--- config.mk ---
export PLATFORM = sky130hd
export DESIGN_NAME = regfile_mp_sb_flat
export DESIGN_NICKNAME = d
export VERILOG_FILES = /design/src/rtl/regfile_mp_sb_pkg.sv /design/src/rtl/regfile_mp_sb_if.sv /design/src/rtl/regfile_mp_sb_read_port.sv /design/src/rtl/regfile_mp_sb.sv /design/src/flat_wrapper.sv
export SDC_FILE = /design/constraint.sdc
export NUM_CORES = 2
export LEC_CHECK = 0
export ABC_AREA = 1
export BUFFER_PORTS_ARGS = -buffer_cell sky130_fd_sc_hd__buf_2
export CELL_PAD_IN_SITES_DETAIL_PLACEMENT = 0
export CELL_PAD_IN_SITES_GLOBAL_PLACEMENT = 1
export CORE_ASPECT_RATIO = 1.1
export CORE_MARGIN = 4
export CORE_UTILIZATION = 30
export CTS_BUF_LIST = sky130_fd_sc_hd__clkbuf_16
export DETAILED_ROUTE_END_ITERATION = 7
export PLACE_DENSITY_LB_ADDON = 0.05
export SLEW_MARGIN = 20
export SYNTH_ARGS = -nofsm -noshare
export SYNTH_HDL_FRONTEND = slang
export SYNTH_SLANG_ARGS = --single-unit
export TNS_END_PERCENT = 50
--- constraint.sdc ---
create_clock -name clk_i -period 2.8 [get_ports clk_i]
set_clock_uncertainty 0.2 [all_clocks]
set_input_delay 0.56 -clock clk_i [delete_from_list [all_inputs] [get_ports clk_i]]
set_output_delay 0.56 -clock clk_i [all_outputs]
set_load 0.02 [all_outputs]
--- src/rtl/regfile_mp_sb_pkg.sv ---
// Shared core definitions for the multi-port register file: architectural
// sizes and the index of the hardwired zero register.
package regfile_mp_sb_pkg;

    localparam int XLEN     = 32;
    localparam int NUM_REGS = 32;
    localparam int REG_AW   = $clog2(NUM_REGS);
    localparam int ZERO_IDX = 0;

endpackage : regfile_mp_sb_pkg

--- src/rtl/regfile_mp_sb_if.sv ---
// Bus bundle between the pipeline (master) and the register file (slave):
// read ports, write ports, issue and flush.
interface regfile_mp_sb_if #(
    parameter int XLEN     = regfile_mp_sb_pkg::XLEN,
    parameter int NUM_REGS = regfile_mp_sb_pkg::NUM_REGS,
    parameter int NUM_RD   = 2,
    parameter int NUM_WR   = 2
);
    localparam int AW = $clog2(NUM_REGS);

    logic [NUM_RD*AW-1:0]   rs_addr_i;
    logic [NUM_RD*XLEN-1:0] rs_data_o;
    logic [NUM_RD-1:0]      rs_busy_o;
    logic [NUM_WR-1:0]      wr_en_i;
    logic [NUM_WR*AW-1:0]   wr_addr_i;
    logic [NUM_WR*XLEN-1:0] wr_data_i;
    logic                   issue_en_i;
    logic [AW-1:0]          issue_addr_i;
    logic                   flush_i;

    modport master (
        output rs_addr_i, wr_en_i, wr_addr_i, wr_data_i,
               issue_en_i, issue_addr_i, flush_i,
        input  rs_data_o, rs_busy_o
    );

    modport slave (
        input  rs_addr_i, wr_en_i, wr_addr_i, wr_data_i,
               issue_en_i, issue_addr_i, flush_i,
        output rs_data_o, rs_busy_o
    );

endinterface : regfile_mp_sb_if

--- src/rtl/regfile_mp_sb_read_port.sv ---
// One combinational read port: zero-register check, priority bypass from the
// write buses, and busy masking when the producer writes back this cycle.
module regfile_read_port
    import regfile_mp_sb_pkg::*;
#(
    parameter int XLEN     = regfile_mp_sb_pkg::XLEN,
    parameter int NUM_REGS = regfile_mp_sb_pkg::NUM_REGS,
    parameter int NUM_WR   = 2,
    parameter int BYPASS   = 1,
    parameter int ZERO_REG = 1,
    localparam int AW      = $clog2(NUM_REGS)
) (
    input  logic                           rst,
    input  logic [AW-1:0]                  addr,
    input  logic [NUM_REGS-1:0][XLEN-1:0]  regs,
    input  logic [NUM_REGS-1:0]            busy,
    input  logic [NUM_WR-1:0]              eff_wr,
    input  logic [NUM_WR*AW-1:0]           wr_addr,
    input  logic [NUM_WR*XLEN-1:0]         wr_data,
    output logic [XLEN-1:0]                data,
    output logic                           pending
);

    logic            hit;
    logic [XLEN-1:0] hit_data;
    logic            is_zero;

    // Find the write hitting this address; later ports overwrite earlier ones so the highest index wins
    always_comb begin
        hit      = 1'b0;
        hit_data = '0;
        for (int j = 0; j < NUM_WR; j++) begin
            if (eff_wr[j] && (wr_addr[j*AW +: AW] == addr)) begin
                hit      = 1'b1;
                hit_data = wr_data[j*XLEN +: XLEN];
            end
        end
    end

    // Select read data and busy status, forcing zeros during reset and for the zero register
    always_comb begin
        is_zero = (ZERO_REG != 0) && (addr == AW'(ZERO_IDX));
        data    = '0;
        pending = 1'b0;
        if (!rst && !is_zero) begin
            if ((BYPASS != 0) && hit) begin
                data = hit_data;
            end else begin
                data = regs[addr];
            end
            pending = busy[addr] && !((BYPASS != 0) && hit);
        end
    end

endmodule : regfile_read_port

--- src/rtl/regfile_mp_sb.sv ---
// Multi-port integer register file with a per-register busy scoreboard.
// Writes resolve by port priority; busy is set at issue, cleared at writeback.
module regfile_mp_sb
    import regfile_mp_sb_pkg::*;
#(
    parameter int XLEN     = regfile_mp_sb_pkg::XLEN,
    parameter int NUM_REGS = regfile_mp_sb_pkg::NUM_REGS,
    parameter int NUM_RD   = 2,
    parameter int NUM_WR   = 2,
    parameter int BYPASS   = 1,
    parameter int ZERO_REG = 1,
    localparam int AW      = $clog2(NUM_REGS)
) (
    input logic             clk_i,
    input logic             rst_i,
    regfile_mp_sb_if.slave  bus
);

    logic [NUM_REGS-1:0][XLEN-1:0] regs;
    logic [NUM_REGS-1:0]           busy;
    logic [NUM_REGS-1:0]           busy_next;
    logic [NUM_WR-1:0]             eff_wr;
    logic                          eff_issue;

    // A write is effective unless it targets the hardwired zero register
    always_comb begin
        eff_wr = '0;
        for (int j = 0; j < NUM_WR; j++) begin
            eff_wr[j] = bus.wr_en_i[j] &&
                        !((ZERO_REG != 0) && (bus.wr_addr_i[j*AW +: AW] == AW'(ZERO_IDX)));
        end
        eff_issue = bus.issue_en_i &&
                    !((ZERO_REG != 0) && (bus.issue_addr_i == AW'(ZERO_IDX)));
    end

    // Scoreboard next state: writeback clears, issue sets over writeback, flush clears everything
    always_comb begin
        busy_next = busy;
        for (int j = 0; j < NUM_WR; j++) begin
            if (eff_wr[j]) begin
                busy_next[bus.wr_addr_i[j*AW +: AW]] = 1'b0;
            end
        end
        if (eff_issue) begin
            busy_next[bus.issue_addr_i] = 1'b1;
        end
        if (bus.flush_i) begin
            busy_next = '0;
        end
    end

    // Commit writes in port order so the highest-index port wins a same-address conflict
    always_ff @(posedge clk_i) begin
        if (rst_i) begin
            regs <= '0;
            busy <= '0;
        end else begin
            for (int j = 0; j < NUM_WR; j++) begin
                if (eff_wr[j]) begin
                    regs[bus.wr_addr_i[j*AW +: AW]] <= bus.wr_data_i[j*XLEN +: XLEN];
                end
            end
            busy <= busy_next;
        end
    end

    for (genvar k = 0; k < NUM_RD; k++) begin : g_rd
        regfile_read_port #(
            .XLEN     (XLEN),
            .NUM_REGS (NUM_REGS),
            .NUM_WR   (NUM_WR),
            .BYPASS   (BYPASS),
            .ZERO_REG (ZERO_REG)
        ) u_read_port (
            .rst     (rst_i),
            .addr    (bus.rs_addr_i[k*AW +: AW]),
            .regs    (regs),
            .busy    (busy),
            .eff_wr  (eff_wr),
            .wr_addr (bus.wr_addr_i),
            .wr_data (bus.wr_data_i),
            .data    (bus.rs_data_o[k*XLEN +: XLEN]),
            .pending (bus.rs_busy_o[k])
        );
    end

endmodule : regfile_mp_sb

--- src/flat_wrapper.sv ---
// flat-port wrapper written by rule: the top's interface ports become plain ports
module regfile_mp_sb_flat import regfile_mp_sb_pkg::*;
#(
    parameter int XLEN     = regfile_mp_sb_pkg::XLEN,
    parameter int NUM_REGS = regfile_mp_sb_pkg::NUM_REGS,
    parameter int NUM_RD   = 2,
    parameter int NUM_WR   = 2,
    parameter int BYPASS   = 1,
    parameter int ZERO_REG = 1,
    localparam int AW      = $clog2(NUM_REGS)
)
  (clk_i, rst_i, bus_rs_addr_i, bus_wr_en_i, bus_wr_addr_i, bus_wr_data_i, bus_issue_en_i, bus_issue_addr_i, bus_flush_i, bus_rs_data_o, bus_rs_busy_o);
  regfile_mp_sb_if #(.XLEN(XLEN), .NUM_REGS(NUM_REGS), .NUM_RD(NUM_RD), .NUM_WR(NUM_WR)) bus_i ();
  input logic clk_i;
  input logic rst_i;
  input wire logic [$bits(bus_i.rs_addr_i)-1:0] bus_rs_addr_i;
  input wire logic [$bits(bus_i.wr_en_i)-1:0] bus_wr_en_i;
  input wire logic [$bits(bus_i.wr_addr_i)-1:0] bus_wr_addr_i;
  input wire logic [$bits(bus_i.wr_data_i)-1:0] bus_wr_data_i;
  input wire logic [$bits(bus_i.issue_en_i)-1:0] bus_issue_en_i;
  input wire logic [$bits(bus_i.issue_addr_i)-1:0] bus_issue_addr_i;
  input wire logic [$bits(bus_i.flush_i)-1:0] bus_flush_i;
  output wire logic [$bits(bus_i.rs_data_o)-1:0] bus_rs_data_o;
  output wire logic [$bits(bus_i.rs_busy_o)-1:0] bus_rs_busy_o;
  assign bus_i.rs_addr_i = bus_rs_addr_i;
  assign bus_i.wr_en_i = bus_wr_en_i;
  assign bus_i.wr_addr_i = bus_wr_addr_i;
  assign bus_i.wr_data_i = bus_wr_data_i;
  assign bus_i.issue_en_i = bus_issue_en_i;
  assign bus_i.issue_addr_i = bus_issue_addr_i;
  assign bus_i.flush_i = bus_flush_i;
  assign bus_rs_data_o = bus_i.rs_data_o;
  assign bus_rs_busy_o = bus_i.rs_busy_o;
  regfile_mp_sb #(.XLEN(XLEN), .NUM_REGS(NUM_REGS), .NUM_RD(NUM_RD), .NUM_WR(NUM_WR), .BYPASS(BYPASS), .ZERO_REG(ZERO_REG)) u_core (.clk_i(clk_i), .rst_i(rst_i), .bus(bus_i));
endmodule
After elaboration in Yosys (flattened, before gate mapping) --
Index checks and enable logic that the tools add are counted.
Storage, ports and cells: flip-flop bits (word level) 1056, latch bits 0, memory bits (writable) 0, memory bits (read-only) 0, bits of input ports 95, output and inout port bits 66, logic and storage cells 118, memories kept 0
Cells by class: add/sub/neg operators 0, $mul 0, div/mod/pow operators 0, order comparisons 8, equality and inequality tests 4, shift-type cells 0, multiplexer cells 40, bitwise operators 5, reductions and logical operators 28
Operators by type and width (number):
- $mux W1024 | 3
- $bwmux W1024 | 2
- $mux W32 | 15
- $bmux W32 S5 | 2
- $demux W32 S5 | 2
- $and A32 B32 Y32 | 2
- $not A32 Y32 | 2
- $or A32 B32 Y32 | 1
- $lt A5 B6 Y1 const B | 5
- $logic_not A5 Y1 | 5
- $eq A5 B5 Y1 | 4
- $demux W1 S5 | 3
- $ge A5 B1 Y1 const B | 3
- $logic_and A1 B1 Y1 | 14
- $mux W1 | 11
- $bmux W1 S5 | 2
- $logic_not A1 Y1 | 8
- $reduce_or A2 Y1 | 1

Longest topological paths before layout --
depth after elaboration 11, gate-level depth with buffers 15, gate-level depth less buffers 12

Modules after synthesis --
Synthesis repeated with hierarchy kept, for this count alone.
Second synthesis, totals: cell total of the unflattened synthesis 14174, area total of the unflattened synthesis 78590.4 µm²
By module, submodules not included:
- regfile_mp_sb | instances 1, cells an instance 8944, area an instance 55818.5 µm², seq. area each 21140.3 µm²
- regfile_read_port | instances 2, cells an instance 2615, area an instance 11385.9 µm², seq. area each 0.0 µm²

Least setup slack after synthesis --
OpenSTA, ideal clock, no wires.
kind input-to-output, start input port bus_wr_addr_i[5], end output port bus_rs_data_o[36], data arrival time 2094 ps, data required time 2040 ps, setup slack -54 ps, stages on the path 11, path buffers 2, cell sequence buf_2 > nor2_4 > nand3_4 > nand2_8 > inv_6 > nand3_4 > clkbuf_1 > nand2_1 > nand3_1 > nand2_1 > nor2_1
On the way: word-level cells in the longest chain between the ends 7
RTL lines:
- from (decl) | line flat_wrapper.sv:18 | input wire logic [$bits(bus_i.wr_addr_i)-1:0] bus_wr_addr_i;
- $logic_not A5 Y1 | line regfile_mp_sb.sv:30 | !((ZERO_REG != 0) && (bus.wr_addr_i[j*AW +: AW] == AW'(ZERO_IDX)));
- $logic_not A1 Y1 | line regfile_mp_sb.sv:30
- $logic_and A1 B1 Y1 | line regfile_mp_sb.sv:29 | eff_wr[j] = bus.wr_en_i[j] &&
- $logic_and A1 B1 Y1 (*) | line regfile_mp_sb_read_port.sv:33 | if (eff_wr[j] && (wr_addr[j*AW +: AW] == addr)) begin
- $mux W32 or $mux W1 (tied branches) | line regfile_mp_sb_read_port.sv:33
- $mux W32 (*) | line regfile_mp_sb_read_port.sv:46 | if ((BYPASS != 0) && hit) begin
- $mux W32 (*) | line regfile_mp_sb_read_port.sv:45 | if (!rst && !is_zero) begin
- to (decl) | line flat_wrapper.sv:23 | output wire logic [$bits(bus_i.rs_data_o)-1:0] bus_rs_data_o;
Every way passes the cells marked *; elsewhere a longest branch is shown, timed or not.

Final worst setup path --
start input port bus_rs_addr_i[0], end output port bus_rs_data_o[14]
On the way: word-level cells in the longest chain between the ends 6
RTL lines:
- from (decl) | line flat_wrapper.sv:16 | input wire logic [$bits(bus_i.rs_addr_i)-1:0] bus_rs_addr_i;
- branches (longest 5 deep; another with $bmux W32 S5)
- $mux W32 (*) | line regfile_mp_sb_read_port.sv:45
Every way passes the cells marked *. The select of a mux whose other input is x is not followed.

==> flow_summary.toml <==
[placed_design]
dpl.hpwl_um = 322000
dpl-instance-area_mm2 = 0.0819
gp_congestion = 0.948
dp_cells = 15100
port_buffers = 160
post-place-ws_ns = -1.21

[pwr]
seq_power_share_pct = 35.9
p_int_uw = 28500
switchingPower_uw = 14700
clockPowerShare_pct = 41.5
pwr_density_cell_mw_per_mm2 = 462
ir_worst_vdd_mv = 0.741
swShare_pct = 34.0
power_uw = 43200
power.leakage_uw = 0.0441
pwr-share-comb_pct = 22.6

[worst_setup_path]
endpoint_kind = "output port"
cpMostUsedCell = "buf_16"
crit_path_max_fanout = 7
start_kind = "primary input"
cp_top_family = "buffers and inverters"
max_stage_delay_ns = 0.19
cp_num_cells = 16
worstPathArrival_ns = 2.59
worst-setup-path-type = "primary input to output port"
slowest_stage = "buf_16"
path_buf_inv = 11
crit_chain = "buf_8 -> buf_6 -> inv_8 -> buf_16 -> buf_16 -> buf_6 -> nand4_1 -> nand2_2 -> inv_6 -> nand2_8 -> buf_16 -> buf_12 -> nand2_1 -> nand2_1 -> inv_1 -> buf_2"
r2r_cells = 3
required_ns = 2.04

[timing]
fin_ws_ns = -0.555
layout_min_cycle_time_ns = 3.35
finalMaxSlewViolations = 0
worstMarginPinSlew_ns = 1.15
relSlewSlack_pct = 23.3
grt_setup_unrepaired = "yes"
setup_viol = 66
fin_hold_ws_ns = 0.0180
post-route-period-util_pct = 120
max_clock_freq_mhz = 298
hold_viol = 0

[synth]
yosysWarnings = 0
avgSynthCellArea_um2 = 5.87
synth_xor_area_share_pct = 0.149
mappedNetlistArea_mm2 = 0.0704
synth-seq-area-share_pct = 30.0
synth-simple-area-share_pct = 26.5
synthCells = 12000
synth_compound_area_share_pct = 27.6
synthDistinctLibCells = 38
synthMuxAreaShare_pct = 1.35
synth_fa_ha_area_share_pct = 0
synth_top_family_by_area = "compound AO/OA/AOI/OAI gates"
syn_nets = 12100
ys_seq_elements = 1056

[cts]
cts_root_buffer = "clkbuf_16"
clockBufferDepth = 3
htree_levels = 4
clk_latency_ns = 0.88
cts_tree = "yes"
cts.clk_slew.worst_paths_ns = 0.06
cts_made_buffers = 143
cts_sinks = 1056

[die]
fp.dieW_um = 470
die_y_um = 516
dieArea_mm2 = 0.243
coreArea_mm2 = 0.233
ios = 161
num_rows = 186
start_util_pct = 30.2

[grt]
grt_use_total_pct = 39.3
grt_pass1_vias = 80200
overflow = 0
grt_max_degree = 174
grt_pass1_wl_um = 674000
grt_antenna_before_repair = 30

[status]
status = "complete, but fails checks"
violations = "setup timing"

[detailed_routing]
wl_um = 505000
routed-via-count = 90000
first_pass_iters = 7
wl_per_cell_um = 32.4
vias_per_cell = 5.78
wl_met2_um = 221000
drc_errors = 0
wl_met3_um = 46000
drtAntennaViolNets = 0
top_layer = "met4"
drtIter0Drc = 12200
met1Wirelength_um = 196000

[final_layout]
instances_no_fill = 15600
drive_above_1_share_pct = 16.7
syn2layout_area_growth_pct = 32.8
mostFrequentLayoutCells = "nand2_1, o21ai_0, a21oi_1"
final_nets = 12400
final_common_cell = "nand2_1"
final_area_mm2 = 0.0935

[flow_run]
cap_violations = 0

[min_path]
worstHoldPathCells = 3
hp-class = "primary input to register"
==> worst min-delay path, delay by kind of cell <==
family                 cells  cell delay, ns
buffers and inverters      1            0.21
multiplexers               1            0.17
AO/OA/AOI/OAI              1            0.08
==> through the flow <==
| step | setup TNS [ns] | utilization (%) |
|---|---|---|
| global route | -28.89 | 40.1 |
| global placement | -112.70 | 35.1 |
| CTS | -26.49 | 39.2 |
| detailed placement | -123.18 | 35.1 |
| finish | -28.68 | 40.1 |
| floorplan | -0.124 | - |
==> synthesized netlist by cell type, drive strengths merged <==
cell type	instances	area share [%]
nand3	1008	7.2
o21ai	1946	14
dfxtp	1056	30
nor3	239	1.7
inv	1395	7.4
nor2	1290	7.0
o221ai	1	0.012
or2	1	0.0089
mux2i	95	1.4
a21oi	1611	11
a211oi	4	0.043
xnor2	4	0.050
nor4	1	0.0089
nand2	1941	10
clkbuf	734	3.9
o22ai	3	0.027
nand4	12	0.11
clkinv	22	0.12
o211ai	212	2.3
buf	406	2.9
xor2	8	0.099
==> metal layers <==
layer	global-route usage [%]	up-vias
met5	0	-
li1	-	40000
met2	61.5	5558
met3	7.39	1372
met4	27.9	0
met1	48.7	43100
==> sequential cells by signal, summed over array words and instances, names as in the netlist <==
register     cells
u_core.busy     32
u_core.regs   1024
==> layout make-up <==
cell class	instances	area [µm²]
clock buffer	149	3730
multi-input combinational	8376	41900
inverter	1417	5450
timing repair buffer	1332	16800
antenna	26	65.1
tap	3102	3880
fill	24900	140000
sequential	1056	21200
clock inverter	102	546
==> what timing repair did <==
item	CTS	global route
gates resized for setup	684	354
setup buffers	103	39
hold endpoints to repair	107	0
pin swaps	132	136
cloned	37	24
endpoints found under the setup margin	66	66
hold buffers	43	0
==> logic make-up after synthesis <==
family	count (synthesis)
mux	95
buf+inv	2557
flops	1056
compound gates	3777
xor+xnor	12
simple gates	4492
==> path summary, 6_finish.rpt <==
path | start | endpoint | slack (ns)
setup / recovery | bus_rs_addr_i[0] | bus_rs_data_o[14] | -0.55
setup reg to reg | u_core.regs[610] | u_core.regs[610] | 1.37
hold reg to reg | u_core.regs[16] | u_core.regs[16] | 0.24
hold / removal | bus_wr_data_i[22] | u_core.regs[246] | 0.02
==> power groups by stage <==
stage	Combinational, µW	Sequential, µW	Clock [µW]
floorplan	3970	15800	0
global placement	7980	15800	0
detailed placement	7980	15800	0
CTS	9110	15500	18100
global route	10100	15500	18600
finish	9760	15500	17900
Power figures use the tool's default switching activity.
